--- config.mk ---
export PLATFORM = sky130hd
export DESIGN_NAME = regfile_write_arbiter
export DESIGN_NICKNAME = d
export VERILOG_FILES = /design/src/rtl/regfile_arb_pkg.sv /design/src/rtl/rr_priority_pick.sv /design/src/rtl/regfile_write_arbiter.sv
export SDC_FILE = /design/constraint.sdc
export NUM_CORES = 1
export LEC_CHECK = 0
export CAP_MARGIN = 40
export CORE_ASPECT_RATIO = 0.9
export CORE_UTILIZATION = 46
export CTS_CLUSTER_DIAMETER = 120
export DETAILED_ROUTE_END_ITERATION = 10
export GPL_TIMING_DRIVEN = 0
export PLACE_DENSITY = 0.84
export RECOVER_POWER = 25
export SLEW_MARGIN = 20
export SYNTH_ARGS = -nofsm -noshare
export SYNTH_HDL_FRONTEND = slang
export SYNTH_SLANG_ARGS = --single-unit
--- constraint.sdc ---
create_clock -name clock -period 4.6 [get_ports clock]
set_clock_uncertainty 0.1 [all_clocks]
set_input_delay 0.69 -clock clock [delete_from_list [all_inputs] [get_ports clock]]
set_output_delay 0.69 -clock clock [all_outputs]
set_load 0.05 [all_outputs]
--- src/rtl/regfile_arb_pkg.sv ---
// Shared types, default sizes and the one-hot decoder for the register-file write arbiter.
package regfile_arb_pkg;

  localparam int DEF_NUM_REQ  = 4;
  localparam int DEF_NUM_REGS = 8;
  localparam int DEF_DATA_W   = 1;
  localparam int DEF_ADDR_W   = 4;
  localparam int ONEHOT_MAX   = 16;

  typedef enum logic [1:0] {
    ST_IDLE   = 2'd0,
    ST_GRANT  = 2'd1,
    ST_LOCKED = 2'd2
  } arb_state_e;

  // Indices at or beyond ONEHOT_MAX decode to all zeros.
  function automatic logic [ONEHOT_MAX-1:0] onehot_decode(input logic [7:0] idx);
    logic [ONEHOT_MAX-1:0] vec;
    vec = '0;
    if (int'(idx) < ONEHOT_MAX) vec[idx[3:0]] = 1'b1;
    return vec;
  endfunction

endpackage

--- src/rtl/rr_priority_pick.sv ---
// Combinational round-robin pick: first asserted request at or after ptr, wrapping.
module rr_priority_pick #(
  parameter int NUM_REQ = 4,
  parameter int PTR_W   = (NUM_REQ > 1) ? $clog2(NUM_REQ) : 1
) (
  input  logic [NUM_REQ-1:0] req,
  input  logic [PTR_W-1:0]   ptr,
  output logic               valid,
  output logic [PTR_W-1:0]   winner
);

  // Scan farthest offset first so the closest request to ptr overwrites the rest.
  always_comb begin
    valid  = 1'b0;
    winner = '0;
    for (int off = NUM_REQ - 1; off >= 0; off--) begin
      if (req[(int'(ptr) + off) % NUM_REQ]) begin
        valid  = 1'b1;
        winner = PTR_W'((int'(ptr) + off) % NUM_REQ);
      end
    end
  end

endmodule

--- src/rtl/regfile_write_arbiter.sv ---
// Round-robin arbiter sharing one register-bank write port; registered outputs.
// Optional owner lock enabled by defining REGFILE_ARB_LOCK_EN.
module regfile_write_arbiter
  import regfile_arb_pkg::*;
#(
  parameter int NUM_REQ  = DEF_NUM_REQ,
  parameter int NUM_REGS = DEF_NUM_REGS,
  parameter int DATA_W   = DEF_DATA_W,
  parameter int ADDR_W   = DEF_ADDR_W
) (
  input  logic                      clock,
  input  logic                      resetN,
  input  logic [NUM_REQ-1:0]        req,
  input  logic [NUM_REQ*ADDR_W-1:0] reqAddr,
  input  logic [NUM_REQ*DATA_W-1:0] reqData,
`ifdef REGFILE_ARB_LOCK_EN
  input  logic [NUM_REQ-1:0]        reqLock,
`endif
  input  logic                      stall,
  output logic [NUM_REQ-1:0]        gnt,
  output logic [NUM_REGS-1:0]       regWriteEnable,
  output logic [DATA_W-1:0]         regWriteData,
  output logic                      addrErr
);

  localparam int PTR_W = (NUM_REQ > 1) ? $clog2(NUM_REQ) : 1;

  arb_state_e          state_q, state_d;
  logic [PTR_W-1:0]    ptr_q, ptr_d;
  logic [NUM_REQ-1:0]  gnt_q, gnt_d;
  logic [NUM_REGS-1:0] we_q, we_d;
  logic [DATA_W-1:0]   wdata_q, wdata_d;
  logic                addr_err_q, addr_err_d;

  logic [NUM_REQ-1:0]  pick_req;
  logic                pick_vld;
  logic [PTR_W-1:0]    pick_idx;
  logic [ADDR_W-1:0]   win_addr;
  logic                lock_hold;
  logic                fire;

`ifdef REGFILE_ARB_LOCK_EN
  logic [PTR_W-1:0] owner_q, owner_d;

  // Lock persists only while the owner keeps both req and reqLock high.
  assign lock_hold = (state_q == ST_LOCKED) && req[owner_q] && reqLock[owner_q];
  assign pick_req  = lock_hold ? (req & NUM_REQ'(onehot_decode(8'(owner_q)))) : req;
`else
  assign lock_hold = 1'b0;
  assign pick_req  = req;
`endif

  rr_priority_pick #(
    .NUM_REQ (NUM_REQ),
    .PTR_W   (PTR_W)
  ) u_pick (
    .req    (pick_req),
    .ptr    (ptr_q),
    .valid  (pick_vld),
    .winner (pick_idx)
  );

  assign win_addr = reqAddr[int'(pick_idx)*ADDR_W +: ADDR_W];
  assign fire     = pick_vld && !stall;

  always_comb begin
    state_d    = ST_IDLE;
    ptr_d      = ptr_q;
    gnt_d      = '0;
    we_d       = '0;
    wdata_d    = wdata_q;
    addr_err_d = 1'b0;
`ifdef REGFILE_ARB_LOCK_EN
    owner_d    = owner_q;
    if (lock_hold && !fire) state_d = ST_LOCKED;
`endif
    if (fire) begin
      state_d = ST_GRANT;
      gnt_d   = NUM_REQ'(onehot_decode(8'(pick_idx)));
      wdata_d = reqData[int'(pick_idx)*DATA_W +: DATA_W];
      if (int'(win_addr) < NUM_REGS) begin
        we_d = NUM_REGS'(onehot_decode(8'(win_addr)));
      end else begin
        addr_err_d = 1'b1;
      end
      if (!lock_hold) begin
        ptr_d = (int'(pick_idx) == NUM_REQ - 1) ? '0 : pick_idx + 1'b1;
      end
`ifdef REGFILE_ARB_LOCK_EN
      if (reqLock[pick_idx]) begin
        state_d = ST_LOCKED;
        owner_d = pick_idx;
      end
`endif
    end
  end

  always_ff @(posedge clock or negedge resetN) begin
    if (!resetN) begin
      state_q    <= ST_IDLE;
      ptr_q      <= '0;
      gnt_q      <= '0;
      we_q       <= '0;
      wdata_q    <= '0;
      addr_err_q <= 1'b0;
    end else begin
      state_q    <= state_d;
      ptr_q      <= ptr_d;
      gnt_q      <= gnt_d;
      we_q       <= we_d;
      wdata_q    <= wdata_d;
      addr_err_q <= addr_err_d;
    end
  end

`ifdef REGFILE_ARB_LOCK_EN
  always_ff @(posedge clock or negedge resetN) begin
    if (!resetN) owner_q <= '0;
    else         owner_q <= owner_d;
  end
`endif

  // An IDLE state never carries a grant; qualify the pulses with it.
  assign gnt            = (state_q == ST_IDLE) ? '0 : gnt_q;
  assign regWriteEnable = (state_q == ST_IDLE) ? '0 : we_q;
  assign addrErr        = (state_q == ST_IDLE) ? 1'b0 : addr_err_q;
  assign regWriteData   = wdata_q;

endmodule

==> run summary <==
## Worst setup path
- 2820 ps — critical path data arrival time
- nor3_4 — CP max stage cell
- clkdlybuf4s50_1, nor2b_4, o21a_1, nor3_4, inv_4, a211oi_4, a2bb2oi_2, and3_1 — CP Cell Sequence
- 4710 ps — CP Data Required Time
- register — capturing element type of the critical path
- 520 ps — largest stage delay on the critical path
- simple AND/OR/NAND/NOR gates — delay-heaviest family, CP
- input port — type of origin of the critical path
- 11 — CP Max Fanout
- 2 — number of buffers and inverters on the critical path
- in -> reg — Setup Crit Path Kind

## Timing
- 705 ps — transition time of the tightest slew-check pin
- 0 ps — total negative slack
- 0.529 — slew margin rel.
- no — setup repair after global routing missed its margin
- 0 — final hold violations
- 369 MHz — f_max
- 0 — number of max-slew violations in the final report
- 0 — Finish-stage setup viols
- 0.589 — final worst-path cycle share
- 2710 ps — final critical path time including I/O delays and setup

## Global routing
- 0.194 — total track usage
- 0 — number of antenna violations at the first check in global routing
- 0 — GR Overflow Total
- 823 — via count of the first global-routing pass
- 18 — largest net degree at the start of global routing
- 3480 µm — global-route wire length before repair

## Die
- 2030 µm² — Floorplan Core Area
- 15 — row cnt
- 0.515 — Initial Utilization
- 41 — I/O pin count
- 47.2 µm — die height
- 2460 µm² — area of the die
- 52.2 µm — floorplan die width

## CTS
- 270 ps — source-to-sink clock delay at the later pin of the worst-skew pair
- built — clock tree from TritonCTS
- 90 ps — Clock Pin Slew Worst Setup and Hold Paths
- 0 — Post-CTS Setup Repair Bufs
- 1 — number of levels the H-tree was split into
- clkbuf_4 — clock tree root driver cell
- 17 — clock sink count
- 0 — CTS Hold Buffers Added
- 2 — buffer levels on the longest clock path
- 3 — total CTS buffers
- 0 — PostCTS Resize Cnt

## Logic synthesis
- 0.408 — share of the yosys chip area belonging to registers
- 32 — number of distinct standard cells referenced by the synthesized netlist
- 10.2 µm² — Synth Area per Inst
- 133 — syn_nets
- 1040 µm² — netlist area before placement
- 102 — cell count after synthesis
- 17 — number of register bits inferred by synthesis
- 0 — Warnings, synthesis

## Finish
- 43.9% — post-synthesis to final-layout area growth
- 0.0959 — proportion of layout cells with a drive suffix above 1
- 1500 µm² — Finished Cell Area
- 146 — fill count
- 171 — final standard cell count with taps included and fillers excluded
- 178 — number of nets in the final layout
- 0 — Diodes inserted

## Drt
- 4 — first drt pass iteration count
- 886 — via total after detailed routing
- 0 — count of antenna-violating nets left after detailed routing
- 987 µm — routed metal-1 wirelength
- 5.18 — post-detailed-route via-to-cell ratio
- 0 — detailed-route DRC error count
- met4 — Top Metal Used
- 12.2 µm — average wire per standard cell
- 2080 µm — Total Routed Length
- 991 µm — routed length on met2
- 14 — iteration-0 DRC count of the detailed router
- 81 µm — routed length on met3

## Min path
- reg -> reg — min-delay worst type

## Placed design
- 0.751 — global placement routability congestion
- 1480 µm² — placed cell areas
- 40 — count of port buffers added during placement
- 167 — total placed cells including tap cells
- 1750 µm — placed wire-length estimate

## Power
- 0.230 mV — Worst IR Drop VDD
- 375 nW/µm² — Power Dens Cells
- 0.671 nW — Static Leakage

## Run status
- completed — outcome

## Flow run
- 0 — number of maximum-capacitance violations

[cell usage in the layout, fill, tap and decap left out, drive strengths merged, types with 4 or more instances in the layout]
| cell | Yosys | routed |
|---|---|---|
| dfrtp | 17 | 17 |
| clkbuf | 2 | 6 |
| nand2 | 5 | 5 |
| mux2i | 7 | 7 |
| ha | 4 | 4 |
| inv | 4 | 4 |
| nor2 | 4 | 4 |
| clkdlybuf4s50 | 0 | 39 |
| a211oi | 5 | 5 |
| and2 | 17 | 17 |
| nor3 | 6 | 6 |
| and3 | 6 | 6 |
[sequential cells by signal, summed over array words and instances (netlist names)]
name	flops
regWriteData	1
gnt_q	4
ptr_q	2
state_q	1
addr_err_q	1
we_q	8
[synth_stat cells, drive strengths merged]
master	count	area (µm²)
dfrtp	17	425
o21a	1	7.51
nand4	2	12.5
nor2	4	22.5
a21oi	3	15.0
o21ai	2	10.0
ha	4	50.1
nor3	6	41.3
mux2	3	33.8
and2	17	106
a2bb2oi	1	15.0
a211o	1	8.76
clkbuf	2	7.51
a211oi	5	60.1
nand2b	2	12.5
and3	6	37.5
o311ai	1	8.76
nand2	5	18.8
nand3	3	15.0
a21o	2	15.0
nor2b	3	26.3
mux2i	7	70.1
o22ai	1	6.26
inv	4	17.5
[worst reg2reg max path: stages, from the launching register on]
cell,delay [ps]
dfrtp_1,420
nor2b_4,60
o21a_1,200
nor3_4,520
inv_4,140
a211oi_4,240
a2bb2oi_2,200
and3_1,200
[through the flow]
step / hold WS, ps / power, mW / setup slack [ps] / utilization
3_5_place_dp: 432 / 0.490 / 1640 / 0.728
5_1_grt: 505 / 0.605 / 1760 / 0.741
6_report: 442 / 0.563 / 1890 / 0.741
3_3_place_gp: 376 / 0.479 / 1690 / 0.728
4_1_cts: 456 / 0.562 / 1900 / 0.741
2_1_floorplan: 294 / 0.404 / 2350 / -
[area by class of cell]
cell class              instances  area [µm²]  share of cell area
flip-flops and latches         17         425               0.283
inverters                       4        17.5              0.0117
well taps                      25        31.3              0.0208
plain buffers                   2        7.51             0.00500
multi-input cells              79         593               0.395
clock buffers                   4        26.3              0.0175
repair buffers                 40         400               0.267
[worst paths after layout]
check                             start           end  slack [ps]  depth (start not counted)
setup / recovery                 req[2]       we_q[3]        1890                          8
hold / removal             regWriteData  regWriteData         440                          2
setup reg to reg               ptr_q[0]       we_q[3]        2470                          7
hold reg to reg            regWriteData  regWriteData         440                          2
max in group asynchronous        resetN  regWriteData        3160                          1
min in group asynchronous        resetN      ptr_q[0]         800                          1
[metal layers]
| metal | vias up | global-route usage |
|---|---|---|
| li1 | 447 | - |
| met5 | - | 0 |
| met4 | 0 | 0.0789 |
| met2 | 32 | 0.315 |
| met3 | 2 | 0.0291 |
| met1 | 405 | 0.262 |
[cell families (layout without fill, tap and decap cells)]
group	after synthesis	in the layout	share of synthesized area
AOI/OAI and AO/OA	17	17	0.140
adders and majority gates	4	4	0.0480
buffers and inverters	6	50	0.0240
DFF	17	17	0.408
muxes	10	10	0.0995
and+or+nand+nor	48	48	0.281
[power by group]
| group | internal [mW] | leakage [nW] | total [mW] | switching [mW] |
|---|---|---|---|---|
| Combinational | 0.122 | 0.431 | 0.294 | 0.173 |
| Sequential | 0.176 | 0.225 | 0.193 | 0.0171 |
| Clock | 0.0336 | 0.0150 | 0.0751 | 0.0416 |
(Power assumes the default switching activity.)
